## config.mk

```make
export PLATFORM = sky130hd
export DESIGN_NAME = key_speed_ctrl
export DESIGN_NICKNAME = d
export VERILOG_FILES = /design/src/rtl/vga_ctrl_pkg.sv /design/src/rtl/ms_tick_gen.sv /design/src/rtl/key_speed_ctrl.sv
export SDC_FILE = /design/constraint.sdc
export NUM_CORES = 1
export LEC_CHECK = 0
export BUFFER_PORTS_ARGS = -buffer_cell sky130_fd_sc_hd__buf_2
export CORE_ASPECT_RATIO = 1.4
export CORE_UTILIZATION = 27
export CTS_BUF_LIST = sky130_fd_sc_hd__clkbuf_8
export CTS_CLUSTER_SIZE = 25
export DETAILED_ROUTE_END_ITERATION = 7
export SETUP_SLACK_MARGIN = 0.2
export SYNTH_ARGS = -nofsm -noshare
export SYNTH_HDL_FRONTEND = slang
export SYNTH_HIERARCHICAL = 1
export SYNTH_SLANG_ARGS = --single-unit
```

## constraint.sdc

```tcl
create_clock -name clkin -period 6.18 [get_ports clkin]
set_input_delay 0 -clock clkin [delete_from_list [all_inputs] [get_ports clkin]]
set_output_delay 0 -clock clkin [all_outputs]
set_load 0.005 [all_outputs]
```

## src/rtl/vga_ctrl_pkg.sv

```systemverilog
// Shared VGA-control types: divider speed codes and the key FSM state encoding.
// Pure declarations; no latency, no flow control.
package vga_ctrl_pkg;

  localparam logic [1:0] FAST_NORMAL = 2'd0;
  localparam logic [1:0] FAST_MID    = 2'd1;
  localparam logic [1:0] FAST_MAX    = 2'd2;

  typedef enum logic [1:0] {
    ST_IDLE       = 2'd0,
    ST_PRESS_DB   = 2'd1,
    ST_HELD       = 2'd2,
    ST_RELEASE_DB = 2'd3
  } key_state_e;

  // Cycles normal -> mid -> max -> normal; the unused code 3 falls back to normal.
  function automatic logic [1:0] fast_advance(input logic [1:0] cur);
    logic [1:0] nxt;
    case (cur)
      FAST_NORMAL: nxt = FAST_MID;
      FAST_MID:    nxt = FAST_MAX;
      default:     nxt = FAST_NORMAL;
    endcase
    return nxt;
  endfunction

endpackage

```

## src/rtl/ms_tick_gen.sv

```systemverilog
// Free-running divider: one-cycle tick every TICK_DIV clkin cycles, at the terminal count.
// Tick is decoded from the counter register; no input dependency, never stalls.
module ms_tick_gen #(
  parameter int unsigned TICK_DIV = 50_000
) (
  input  logic clkin,
  input  logic rst,
  output logic tick
);

  localparam int unsigned CW = (TICK_DIV > 1) ? $clog2(TICK_DIV) : 1;
  localparam logic [CW-1:0] TERM = CW'(TICK_DIV - 1);

  logic [CW-1:0] cnt_q;
  logic [CW-1:0] cnt_d;

  always_comb begin
    cnt_d = (cnt_q == TERM) ? '0 : cnt_q + 1'b1;
  end

  always_ff @(posedge clkin or posedge rst) begin
    if (rst) begin
      cnt_q <= '0;
    end else begin
      cnt_q <= cnt_d;
    end
  end

  assign tick = (cnt_q == TERM);

endmodule

```

## src/rtl/key_speed_ctrl.sv

```systemverilog
// Debounced push-button that steps the divider speed code on short presses, resets it on long ones.
// Outputs registered one clkin after the deciding tick; input seen 2 cycles + up to one tick late.
module key_speed_ctrl
  import vga_ctrl_pkg::*;
#(
  parameter int unsigned TICK_DIV    = 50_000,
  parameter int unsigned DEBOUNCE_MS = 20,
  parameter int unsigned LONG_MS     = 1000
) (
  input  logic       clkin,
  input  logic       rst,
  input  logic       key_n,
  output logic [1:0] fast,
  output logic       step_pulse,
  output logic       key_level
);

  localparam int unsigned DBW = $clog2(DEBOUNCE_MS + 1);
  localparam int unsigned HW  = $clog2(LONG_MS + 1);
  localparam logic [DBW-1:0] DB_ONE    = DBW'(1);
  localparam logic [DBW-1:0] DB_LAST   = DBW'(DEBOUNCE_MS);
  localparam logic [HW-1:0]  HOLD_LAST = HW'(LONG_MS);
  localparam logic [HW-1:0]  HOLD_PRE  = HW'(LONG_MS - 1);

  logic tick;

  ms_tick_gen #(
    .TICK_DIV(TICK_DIV)
  ) u_tick (
    .clkin(clkin),
    .rst  (rst),
    .tick (tick)
  );

  // Flops reset to the released level so reset exit never looks like a press.
  logic sync1_q;
  logic sync2_q;
  logic pressed_s;

  always_ff @(posedge clkin or posedge rst) begin
    if (rst) begin
      sync1_q <= 1'b1;
      sync2_q <= 1'b1;
    end else begin
      sync1_q <= key_n;
      sync2_q <= sync1_q;
    end
  end

  assign pressed_s = ~sync2_q;

  key_state_e     state_q, state_d;
  logic [DBW-1:0] db_q, db_d;
  logic [HW-1:0]  hold_q, hold_d;
  logic           long_q, long_d;
  logic [1:0]     fast_q, fast_d;
  logic           pulse_q, pulse_d;
  logic           level_q, level_d;

  logic [DBW-1:0] db_inc;
  logic           hold_reach;

  assign db_inc     = db_q + 1'b1;
  assign hold_reach = (hold_q == HOLD_PRE);

  always_comb begin
    state_d = state_q;
    db_d    = db_q;
    hold_d  = hold_q;
    long_d  = long_q;
    fast_d  = fast_q;
    pulse_d = 1'b0;
    level_d = level_q;

    if (tick) begin
      case (state_q)
        ST_IDLE: begin
          if (pressed_s) begin
            state_d = ST_PRESS_DB;
            db_d    = DB_ONE;
          end
        end

        ST_PRESS_DB: begin
          if (!pressed_s) begin
            state_d = ST_IDLE;
          end else begin
            db_d = db_inc;
            if (db_inc == DB_LAST) begin
              state_d = ST_HELD;
              level_d = 1'b1;
              hold_d  = '0;
              long_d  = 1'b0;
            end
          end
        end

        ST_HELD: begin
          // A release sample on the reaching tick still counts: the long press wins.
          if ((pressed_s || hold_reach) && (hold_q != HOLD_LAST)) begin
            hold_d = hold_q + 1'b1;
          end
          if (hold_reach) begin
            long_d  = 1'b1;
            fast_d  = FAST_NORMAL;
            pulse_d = 1'b1;
          end
          if (!pressed_s) begin
            state_d = ST_RELEASE_DB;
            db_d    = DB_ONE;
          end
        end

        ST_RELEASE_DB: begin
          if (pressed_s) begin
            state_d = ST_HELD;
          end else begin
            db_d = db_inc;
            if (db_inc == DB_LAST) begin
              state_d = ST_IDLE;
              level_d = 1'b0;
              if (!long_q) begin
                fast_d  = fast_advance(fast_q);
                pulse_d = 1'b1;
              end
            end
          end
        end

        default: state_d = ST_IDLE;
      endcase
    end
  end

  always_ff @(posedge clkin or posedge rst) begin
    if (rst) begin
      state_q <= ST_IDLE;
      db_q    <= '0;
      hold_q  <= '0;
      long_q  <= 1'b0;
      fast_q  <= FAST_NORMAL;
      pulse_q <= 1'b0;
      level_q <= 1'b0;
    end else begin
      state_q <= state_d;
      db_q    <= db_d;
      hold_q  <= hold_d;
      long_q  <= long_d;
      fast_q  <= fast_d;
      pulse_q <= pulse_d;
      level_q <= level_d;
    end
  end

  assign fast       = fast_q;
  assign step_pulse = pulse_q;
  assign key_level  = level_q;

endmodule

```

# Word level (Yosys, flattened, before mapping)
# Index checks and enable logic that the tools add are counted.
[classes]
n_addsub = 3
n_mul = 0
div_mod_pow = 0
n_lt_le_gt_ge = 0
eq_ne = 19
shift = 0
mux = 37
bitwise = 1
reduce_logical = 13
[op_table]
columns = ["op", "n"]
rows = [
  ["10-bit 2-to-1 mux", 3],
  ["2-bit 2-to-1 mux", 10],
  ["5-bit 2-to-1 mux", 4],
  ["10-bit one-hot mux with 2 select lines", 1],
  ["5-bit one-hot mux with 4 select lines", 1],
  ["5-bit AND reduction", 4],
  ["2-bit inequality test (second input constant)", 9],
  ["16-bit by 1-bit adder with 16-bit output (second input constant)", 1],
  ["16-bit equality test (second input constant)", 1],
  ["16-bit 2-to-1 mux", 1],
  ["6-bit AND reduction", 2],
  ["1-bit 2-to-1 mux", 11],
  ["10-bit by 1-bit adder with 10-bit output (second input constant)", 1],
  ["10-bit equality test (second input constant)", 1],
  ["10-bit inequality test (second input constant)", 1],
  ["2-bit one-hot mux with 2 select lines", 2],
  ["2-bit one-hot mux with 4 select lines", 1],
  ["3-bit inequality test (second input constant)", 2],
  ["1-bit one-hot mux with 2 select lines", 3],
  ["2-bit nonzero test", 3],
  ["5-bit by 1-bit adder with 5-bit output (second input constant)", 1],
  ["5-bit equality test (second input constant)", 1],
  ["2-bit by 1-bit equality test with 1-bit output (second input constant)", 2],
  ["2-bit equality test (second input constant)", 2],
  ["other kinds (4)", 5],
]
[word_totals]
regBits = 40
latch_bits = 0
mem_bits_rw = 0
mem_bits_ro = 0
inputBits = 3
output_inout_bits = 4
wordCells = 83
mem_count = 0

# Logic depth before layout (Yosys ltp)
[logic_depth]
word_depth = 6
depth_mapped = 11

# Hierarchy
# The synthesis kept the hierarchy.
[by_module_without_submodules]
columns = ["mod", "instances", "cells_per_inst", "area_per_inst_um2", "seq_area_each_um2"]
rows = [
  ["key_speed_ctrl", 1, 131, 1292.5, 603.1],
  ["ms_tick_gen", 1, 70, 797.0, 400.4],
]

# Worst setup path before layout
# OpenSTA, ideal clock, no wires.
[synth_timing]
kind = "reg2reg"
from = "reg u_tick.cnt_q[0]"
to = "reg hold_q[6]"
setup_time_ns = 0.078
arrival_time_ns = 2.306
setup_slack_ns = 3.796
path_stages_with_launch = 11
path_buffers = 2
period_less_slack_ns = 2.384
cell_sequence = "dfrtp_1 > ha_1 > and3_1 > and4_1 > buf_6 > clkbuf_8 > nand4_1 > o21ai_4 > o211ai_4 > or4_1 > a21oi_1"
[synth_between]
elab_chain_len = 2
[synth_lines]
columns = ["element", "line_no", "text"]
rows = [
  ["from (decl)", "ms_tick_gen.sv:14", "logic [CW-1:0] cnt_q;"],
  ["from (signal assigned)", "ms_tick_gen.sv:25", "cnt_q <= cnt_d;"],
  ["16-bit equality test", "ms_tick_gen.sv:29", "assign tick = (cnt_q == TERM);"],
  ["named net tick", "key_speed_ctrl.sv:25", "logic tick;"],
  ["5-bit AND reduction (no source line)", "n/a", ""],
  ["to (signal assigned)", "key_speed_ctrl.sv:147", "hold_q <= hold_d;"],
  ["to (decl)", "key_speed_ctrl.sv:54", "logic [HW-1:0] hold_q, hold_d;"],
]
# The timed path passes the listed nets, and every way through them passes these cells.
# A chain may end at the register's enable or synchronous reset.

# Worst setup path in the final report
# Same ends and word-level chain as after synthesis.

==> reports/qor.txt <==
drt total wl: 3800 um
Critical path buffers and inverters: 0
count of final max-slew check failures: 0
starting density of the core: 28.2%
FP Rows: 37
WL met1: 1620 um
Setup crit end kind: register
Iter 0 DRT Violations: 49
Worst Tran Pin Value: 0.929 ns
Post-Synth XOR/XNOR Area: 6.29%
Mapped Cells: 201
max capacitance violation total: 0
Netlist Area Pre-Place: 2090 sq um
Clock Sinks: 40
Layout Nets: 219
Port Buf Inserts: 6
worst vdd ir: 0.0931 mV
Die Y: 106 um
core area: 7410 sq um
status: finished clean
worst hold path type: in -> async
critical-path cell list: ha_1, and3_1, and4_1, nand4_1, o21ai_4, o211ai_4, or4_1, a21oi_1
Top Metal Used: met4
post-synthesis async set-or-reset flop share: 100%
# Post-CTS Setup Buffers: 0
Lkg Pwr: 1.00 nW
met3 routed WL: 83 um
Max Clock Freq: 357 MHz
DRT antenna net count: 0
Worst EP arrival: 3.01 ns
HPWL Detailed: 2720 um
Setup-failing EPs final: 0
Ports: 7
Worst Path Required: 6.39 ns
final hold violation count: 0
Netlist cell types: 53
first-pass GRT wire length: 6870 um
routed length per placed instance: 12.2 um
Power Total: 0.446 mW
Fin Clk Skew: 0.00808 ns
power per cell area: 194 nW/um^2
latest clock arrival within the worst-skew pair: 0.29 ns
Relative slew margins: 38.0%
H-tree level count: 2
CTS tree: yes
TritonRoute pass-1 iters: 5
DR DRC count: 0
post-route minimum period: 2.80 ns
final worst-path cycle share: 45.3%
Synth Net Count: 208
Via Count: 1482
layout cells sized above 1: 15.5%
kind of critical path: reg -> reg
setup TNS: 0 ns
Diodes inserted: 0
Ys Warns: 6
largest family of logic cells by synthesized area: simple AND/OR/NAND/NOR gates
register area share after synthesis: 48.0%
startpoint types: register
met2 wire len: 2040 um
Area after DPL: 2190 sq um
post-route cell area: 2300 sq um
CTS clock-pin slew for the worst setup and hold paths: 0.07 ns
Via density: 4.78
Overflow after GRT: 0
die area: 8100 sq um
Syn Area/Cell: 10.4 sq um
Post-synth top flop: dfrtp_1
RSZ-0062 raised after global routing: false
Max clock buf depth: 2
die width: 76.4 um
CTS Buf Count: 5
top cell family by delay on the critical path: simple AND/OR/NAND/NOR gates
Worst path slowest cell: and4_1
vias in the first global route: 1524
Root Buffer: clkbuf_8
Global Route Usage Sum: 10.4%
Post-Synth Adder-Cell Area: 2.40%
Post-synth EDFFs: 0
post-synthesis mux area share: 2.87%
worst-path fanout max: 17
antenna violations before repair: 0
Post-Synth Simple-Gate Area: 25.0%
CP peak stage delay: 0.55 ns
RePlAce Congestion: 0.785
compound-gate portion of the synthesized area: 11.4%
Area growth, synth to finish: 10.3%
Resize count post-CTS: 0
#FFs+latches synth: 40
pin count of the biggest net entering global routing: 25
==> layout make-up <==
cell class | instances | area, sq um
tap | 97 | 121
inverter | 10 | 37.5
clock buffer | 6 | 82.6
sequential | 40 | 1000
clock inverter | 2 | 7.51
timing repair buffer | 8 | 50.0
fill | 790 | 5100
multi-input combinational | 147 | 1000
==> worst paths after layout <==
path	slack [ns]	cells past startpoint	end	startpoint
max in group asynchronous	5.14	3	db_q[3]	rst
hold / removal	0.33	3	u_tick/cnt_q[13]	rst
setup / recovery	3.38	8	hold_q[6]	u_tick/cnt_q[0]
setup reg to reg	3.38	8	hold_q[6]	u_tick/cnt_q[0]
hold reg to reg	0.36	0	sync2_q	sync1_q
min in group clkin	0.36	0	sync2_q	sync1_q
==> stage by stage <==
| stage | hold WS [ns] | setup WS [ns] | util [%] | std cells |
|---|---|---|---|---|
| CTS | 0.353 | 3.33 | 31.1 | 310 |
| finish | 0.334 | 3.38 | 31.1 | 310 |
| detailed placement | 0.107 | 3.34 | 29.6 | 300 |
| floorplan | -0.0863 | 3.80 | - | 201 |
| global placement | 0.107 | 3.47 | 29.6 | 300 |
| global route | 0.365 | 3.17 | 31.1 | 310 |
==> synth_stat cells, drive strengths merged (2+ instances only) <==
master | count | share of area [%]
o21ai | 12 | 3.4
a22o | 2 | 0.84
o211ai | 3 | 1.7
a21oi | 7 | 1.7
nand2 | 18 | 3.2
nand4 | 6 | 2.5
and4 | 3 | 1.3
mux2 | 5 | 2.9
nand3 | 11 | 2.6
clkbuf | 2 | 1.3
a21o | 3 | 1.1
nand3b | 2 | 0.72
nor4 | 5 | 2.1
inv | 10 | 1.8
nor3 | 7 | 1.7
ha | 4 | 2.4
and2b | 2 | 0.78
buf | 2 | 0.90
xnor2 | 6 | 2.5
dfstp | 2 | 2.5
or3 | 5 | 1.6
or4 | 2 | 0.90
and2 | 2 | 0.66
nor2 | 18 | 3.2
xor2 | 9 | 3.8
dfrtp | 38 | 46
==> per-layer routing <==
layer | track usage [%] | vias up
li1 | - | 740
met1 | 11.4 | 724
met2 | 19.5 | 12
met3 | 2.66 | 6
met4 | 3.30 | 0
met5 | 0 | -
==> flip-flops by register name (all words and copies together), names as in the netlist, 2 cells and up, named ones only <==
name          cells
db_q              5
fast              2
hold_q           10
u_tick/cnt_q     16
==> power by group <==
group	leakage [nW]	internal (mW)	switching, mW	total (mW)
Combinational	0.409	0.00201	0.00674	0.00875
Sequential	0.538	0.263	0.000599	0.263
Clock	0.0538	0.0878	0.0862	0.174
Total	1.00	0.353	0.0935	0.446
==> worst reg2reg max path: stages, from the launching register on <==
cell      delay, ns
dfrtp_1        0.40
ha_1           0.21
and3_1         0.22
and4_1         0.55
nand4_1        0.26
o21ai_4        0.23
o211ai_4       0.17
or4_1          0.53
a21oi_1        0.16
==> cell families (layout without fill, tap and decap cells) <==
logic type      after synthesis  in the layout
fa+ha+maj                     4              4
mux                           5              5
xor+xnor                     15             15
compound gates               34             34
simple gates                 89             89
buf+inv                      14             26
flops                        40             40
==> cells in the final DEF (no fill, tap or decap), types with 2 or more instances in the layout <==
| cell | n |
|---|---|
| a21o_1 | 3 |
| a21oi_1 | 7 |
| a22o_1 | 2 |
| and4_1 | 2 |
| buf_2 | 6 |
| clkbuf_8 | 6 |
| dfrtp_1 | 38 |
| dfstp_2 | 2 |
| dlygate4sd3_1 | 2 |
| ha_1 | 4 |
| inv_1 | 12 |
| mux2_2 | 4 |
| nand2_1 | 18 |
| nand3_1 | 11 |
| nand3b_1 | 2 |
| nand4_1 | 5 |
| nor2_1 | 18 |
| nor3_1 | 7 |
| nor4_1 | 3 |
| nor4_2 | 2 |
| o211ai_1 | 2 |
| o21ai_0 | 10 |
| or3_1 | 4 |
| xnor2_1 | 6 |
| xor2_1 | 9 |
==> what timing repair did <==
action,4_1_cts,5_1_grt
endpoints found under the hold margin,39,0
endpoints found under the setup margin,0,0
hold buffers,2,0
Power figures use the tool's default switching activity.
